==> config.mk <==
export PLATFORM = sky130hd
export DESIGN_NAME = sad_best_match
export DESIGN_NICKNAME = d
export VERILOG_FILES = /design/src/rtl/sad_best_match.sv
export SDC_FILE = /design/constraint.sdc
export NUM_CORES = 1
export LEC_CHECK = 0
export CAP_MARGIN = 20
export CELL_PAD_IN_SITES_DETAIL_PLACEMENT = 0
export CELL_PAD_IN_SITES_GLOBAL_PLACEMENT = 2
export CORE_MARGIN = 2
export CORE_UTILIZATION = 33
export DETAILED_ROUTE_END_ITERATION = 16
export PLACE_DENSITY_LB_ADDON = 0.2
export SLEW_MARGIN = 20
export SYNTH_ARGS = -nofsm -noshare
export SYNTH_HDL_FRONTEND = slang
export SYNTH_SLANG_ARGS = --single-unit
==> constraint.sdc <==
create_clock -name clk -period 4.26 [get_ports clk]
set_input_delay 0.639 -clock clk [delete_from_list [all_inputs] [get_ports clk]]
set_output_delay 0.639 -clock clk [all_outputs]
set_load 0.01 [all_outputs]
==> src/rtl/sad_best_match.sv <==
// Accumulates a sum of absolute differences for each candidate block. It then reports
// the candidate with the smallest SAD over a valid/ready result port.
module sad_best_match #(
    parameter int unsigned BLK_PIXELS = 16,
    parameter int unsigned NUM_CAND   = 8,
    parameter int unsigned IDX_W      = 3
) (
    input  logic             clk,
    input  logic             rst,
    input  logic             start,
    input  logic             in_valid,
    output logic             in_ready,
    input  logic [7:0]       cur_pix,
    input  logic [7:0]       ref_pix,
    output logic             out_valid,
    input  logic             out_ready,
    output logic [11:0]      best_sad,
    output logic [IDX_W-1:0] best_idx,
    output logic             busy
);

    localparam int unsigned PIX_W = (BLK_PIXELS > 1) ? $clog2(BLK_PIXELS) : 1;
    localparam logic [PIX_W-1:0] PIX_LAST  = PIX_W'(BLK_PIXELS - 1);
    localparam logic [IDX_W-1:0] CAND_LAST = IDX_W'(NUM_CAND - 1);

    typedef enum logic [1:0] {IDLE, ACCUM, CMP, DONE} state_t;

    state_t           state, state_nxt;
    logic [11:0]      acc;
    logic [PIX_W-1:0] pix_cnt;
    logic [IDX_W-1:0] cand_cnt;
    logic [7:0]       diff;
    logic [11:0]      acc_sum;
    logic             accept;
    logic             new_best;

    assign diff     = (cur_pix >= ref_pix) ? (cur_pix - ref_pix) : (ref_pix - cur_pix);
    assign acc_sum  = acc + {4'b0000, diff};
    assign accept   = in_valid & in_ready;
    // The comparison is strict, so on a tie the earlier candidate keeps the win.
    assign new_best = (cand_cnt == '0) || (acc < best_sad);

    always_ff @(posedge clk) begin
        if (rst) state <= IDLE;
        else     state <= state_nxt;
    end

    always_comb begin
        state_nxt = state;
        case (state)
            IDLE:    if (start) state_nxt = ACCUM;
            ACCUM:   if (accept && pix_cnt == PIX_LAST) state_nxt = CMP;
            CMP:     state_nxt = (cand_cnt == CAND_LAST) ? DONE : ACCUM;
            DONE:    if (out_ready) state_nxt = IDLE;
            default: state_nxt = IDLE;
        endcase
    end

    always_comb begin
        in_ready  = (state == ACCUM);
        out_valid = (state == DONE);
        busy      = (state != IDLE);
    end

    always_ff @(posedge clk) begin
        if (rst) begin
            acc      <= '0;
            pix_cnt  <= '0;
            cand_cnt <= '0;
            best_sad <= '0;
            best_idx <= '0;
        end else begin
            case (state)
                IDLE: begin
                    if (start) begin
                        acc      <= '0;
                        pix_cnt  <= '0;
                        cand_cnt <= '0;
                    end
                end
                ACCUM: begin
                    if (accept) begin
                        acc     <= acc_sum;
                        pix_cnt <= pix_cnt + 1'b1;
                    end
                end
                CMP: begin
                    if (new_best) begin
                        best_sad <= acc;
                        best_idx <= cand_cnt;
                    end
                    if (cand_cnt != CAND_LAST) begin
                        cand_cnt <= cand_cnt + 1'b1;
                        acc      <= '0;
                        pix_cnt  <= '0;
                    end
                end
                default: ;
            endcase
        end
    end

endmodule
# == After elaboration in Yosys (flattened, before gate mapping) ==
# Cells that the tools add are included.
# W data, S select, Z words.
# totals
wordCells,53
regBits,36
# op_classes
reduce_logical,11
eq_ne,11
n_addsub,5
n_bitwise,1
order_cmp,2
mux,17
# ops
op,n
$mux W12,3
$pmux W12 S3,1
$sub A8 B8 Y8,2
$add A12 B8 Y12,1
$lt A12 B12 Y1,1
$mux W4,3
$pmux W4 S3,1
$ge A8 B8 Y1,1
$mux W2,4
$mux W8,1
$pmux W2 S4,1
$mux W3,2
$ne A2 B1 Y1 const B,3
$pmux W3 S2,1
$reduce_and A3 Y1,2
$add A4 B1 Y4 const B,1
$eq A2 B2 Y1 const B,2
$eq A4 B4 Y1 const B,1
$ne A2 B2 Y1 const B,2
$reduce_and A4 Y1,1
$reduce_bool A2 Y1,2
$add A3 B1 Y3 const B,1
$eq A3 B3 Y1 const B,1
$logic_not A3 Y1,1
other kinds (8),8

# == Logic depth before layout (Yosys ltp) ==
# logic_depth
depth_word,5
depth_mapped,16
depth_no_buf,16

# == Worst setup path after synthesis ==
# Ideal clock, no wire load.
# synth_timing
path_type,input -> register
start,in cur_pix[0]
end,reg acc[11]
setup_time_ps,70
n_path_buf,0
path_slack_ps,601
arrival_ps,3590
cell_stages,16
required_ps,4190
cell_sequence,inv_1 -> ha_1 -> inv_1 -> fa_1 -> nand3_1 -> a31oi_4 -> nor2_4 -> mux2i_1 -> a21oi_1 -> a2bb2oi_1 -> ha_1 -> inv_1 -> o21ai_0 -> a31oi_1 -> or4_1 -> a21oi_1
# synth_between
elab_chain_len,5
# synth_lines
item,line,source
start: declaration,13,"input logic [7:0] cur_pix,"
$sub A8 B8 Y8 or $ge A8 B8 Y1 (tied branches),37,assign diff = (cur_pix >= ref_pix) ? (cur_pix - ref_pix) : (ref_pix - cur_pix);
$mux W8 *,37,
$add A12 B8 Y12 *,38,"assign acc_sum = acc + {4'b0000, diff};"
$mux W12 *,82,if (accept) begin
$pmux W12 S3 *,73,case (state)
end signal: assignment,83,acc <= acc_sum;
end: declaration,29,logic [11:0] acc;
# Every way passes the cells marked *; elsewhere a longest branch is shown, timed or not. The select of a mux whose other input is x is not followed.
# A chain may end at the register's enable or synchronous reset.

# == Worst setup path after layout ==
# layout_timing
start,in ref_pix[0]
end,reg acc[7]
# layout_between
elab_chain_len,5
# layout_lines
item,line,source
start: declaration,14,"input logic [7:0] ref_pix,"
$sub A8 B8 Y8 or $ge A8 B8 Y1 (tied branches),37,
$mux W8 *,37,
$add A12 B8 Y12 *,38,
$mux W12 *,82,
$pmux W12 S3 *,73,
# Marks and branches as above.

==> reports/results.txt <==
Final setup violation count - 0
Number of ports placed on the die boundary - 39
Placed wire-length estimate after detailed placement - 5670 um
Antenna-violating nets left - 0
Worst vdd rail ir drop - 174 uV
Post-DR wirelength/cell - 13.8 um
Count of antenna diodes in the layout - 0
Site Rows - 34
Portion of the post-synthesis area used by sequential elements - 0.245
Final non-filler cell area - 3690 um2
Number of synthesized flops with an enable pin - 0
Core Area - 8680 um2
Final Hold Viols - 0
Worst Setup Start Kind - input port
Depth of the worst register-to-register path - 7
Top flip-flop cell by instance count after synthesis - dfxtp_1
Synth-to-layout area growth - 25.5%
Unrepaired setup endpoints after global routing - no
Max Clk Rate - 250 MHz
Outcome - finished clean
Reg2Reg Capture Point - best_idx[0]
Clock tree from TritonCTS - done
Maximum fanout count along the critical path - 5
Total power after layout - 1.02 mW
Port buffer count - 38
Maximum number of pins on one net before global-route repair - 30
Hold Buf Count CTS - 0
Top library cells by usage in the layout, fill and taps aside - inv_1 (48), ha_1 (38), clkdlybuf4s50_1 (38)
Hold wc startpoint - best_idx[0]
Via count of the routed design - 2662
Mean area per synthesized cell - 8.25 um2
Die area - 9670 um2
Final Cycle Share - 0.940
Worst clock skew - 9.15 ps
Die span in x - 98.4 um
Number of antenna violations at the first check in global routing - 0
Number of pins exceeding their max-slew limit in the final report - 0
Post-CTS clock slew at the launch and capture registers of the worst setup and hold paths - 80 ps
Die outline height - 98.4 um
Number of warning messages in the yosys log - 0
Worst slack at placement - -68.6 ps
Worst min-delay path class - reg2reg
Total detailed-routing wirelength - 7180 um
Critical Path AT - 4180 ps
Hold path endpoint - best_idx[0]
Critical path start-end classification - in2reg
Post-detailed-route via-to-cell ratio - 5.11
Number of instances on the worst hold path - 2
Number of DRC markers after the initial detailed-route iteration - 78
Global-route wire length before repair - 12300 um
Area share of the leading cell type in the synthesized netlist - 0.245
Worst rel slew slack - 0.479
Filler cell count - 901
Library cell with the largest summed area after synthesis - dfxtp_1
Root buffer cell - clkbuf_8
Data required time at the worst endpoint - 4440 ps
Residual overflow from global routing - 0
Buffer depth of the longest clock path - 2
Ratio of total power to cell area - 277 nW/um2
Number of flip-flops and latches in the synthesized netlist - 36
Netlist area before placement - 2940 um2
Most common cell after layout, fill and taps aside - inv_1
Type of element capturing the critical path - flop
Initial cell density of the core - 0.339
GP Congestion - 0.780
Number of DRC violations after detailed routing - 0
CTS HTree Levels - 2
Ratio of cells with drive above 1 in the final layout - 0.119
Combined global-route utilization of all metal layers - 0.155
Worst R2R Setup Slack - 1620 ps
Num CTS Buffers - 5
Min Clock Period, post-route - 4010 ps
Post-place instance area - 3570 um2
Vias in the first global route - 2596
Clock insertion delay at the later pin of the skew report - 290 ps
Max-cap check violation count - 0
Share of async-settable or async-resettable flops after synthesis - 0
Setup slack after layout - 254 ps
Actual transition at the worst max-transition pin - 781 ps
Clock sink count - 36
Cells taking the most area after synthesis - dfxtp_1 (25%), ha_1 (16%), inv_1 (6.1%)
Post-Synthesis Cells - 356
Total nets after synthesis - 418
Synth unique cells - 59
P_leak - 1.56 nW
R2r startpoint - acc[9]
Final net count - 474
1st-pass router iterations - 4
[sequential cells by signal, summed over array words and instances (netlist names)]
signal / flops
pix_cnt: 4
best_idx: 3
acc: 12
state: 2
best_sad: 12
cand_cnt: 3
[where the power goes]
part | internal [mW] | switching (mW) | leakage (nW)
clock | 0.174 | 0.125 | 0.0552
sequential | 0.345 | 0.0125 | 0.291
combinational | 0.170 | 0.196 | 1.22
total | 0.688 | 0.334 | 1.56
[how the worst max path moves through the flow]
| stage | startpoint | to | slack (ps) |
|---|---|---|---|
| 2_1_floorplan | cur_pix[0] | acc[11] | 600 |
| 3_3_place_gp | cur_pix[0] | acc[7] | 30 |
| 3_5_place_dp | ref_pix[0] | acc[7] | -70 |
| 4_1_cts | ref_pix[0] | acc[11] | 210 |
| 5_1_grt | cur_pix[0] | acc[8] | 20 |
| 6_report | ref_pix[0] | acc[7] | 250 |
[Yosys cell counts (2+ instances only)]
cell type,number
mux2i_1,10
o211ai_1,3
o2111ai_1,12
mux2_2,3
or3_1,3
clkbuf_1,8
nand2b_1,3
a21oi_1,27
buf_4,2
inv_1,48
nor2_1,14
a21boi_0,2
dfxtp_1,36
xnor2_1,6
and3_1,5
a21o_1,8
nor3_1,4
o31ai_1,13
nand2_1,27
nand3_1,12
a21oi_2,2
ha_1,38
o211a_1,3
nor2b_1,3
or2_2,2
o21a_1,4
a211o_1,2
buf_2,2
a311oi_1,2
o21ai_0,10
a31oi_1,3
nand4_1,5
a211oi_1,4
xor2_1,3
fa_1,3
[kinds of logic after synthesis]
| kind of cell | share of synthesized area |
|---|---|
| DFF | 0.245 |
| and+or+nand+nor | 0.156 |
| muxes | 0.0456 |
| xor gates and xnor gates | 0.0268 |
| adders and majority gates | 0.182 |
| buffers and inverters | 0.0801 |
| AOI/OAI and AO/OA | 0.264 |
[routing by layer]
layer | track usage | wire length [um] | vias to the layer above
li1 | - | - | 1402
met1 | 0.224 | 3890 | 1222
met2 | 0.242 | 3060 | 31
met3 | 0.0258 | 163 | 7
met4 | 0.0348 | 67 | 0
met5 | 0 | 0 | -
[critical path, cell delays in order]
cell and delay [ps]:
clkdlybuf4s50_1 480, ha_1 170, inv_1 60, fa_1 410
nand3_2 130, a31oi_4 100, nor2_4 180, mux2_2 370
ha_1 270, a21o_1 180, a21oi_1 190, o21ai_0 170
a311oi_1 430, o21ai_0 130, a211o_1 260
[timing repair]
action / 4_1_cts / 5_1_grt
setup endpoints to repair: 0 / 4
resized for setup: 0 / 2
buffers inserted: 0 / 0
[cell type report]
class                      instances  area [um2]  area share
clock buffer                       6        72.6      0.0197
tap                              108         135      0.0366
inverter                          48         180      0.0489
multi-input combinational        260        1990       0.540
sequential                        36         721       0.195
timing repair buffer              61         553       0.150
clock inverter                     2        35.0     0.00950
[metrics by stage]
stage,TNS [ps],util,hold WS [ps],std cells
6_report,0,0.425,461,521
2_1_floorplan,0,-,462,356
4_1_cts,0,0.424,465,521
3_3_place_gp,0,0.411,444,513
3_5_place_dp,-178,0.411,449,513
5_1_grt,0,0.425,486,521
No activity file was read; power rests on OpenSTA's default activity.
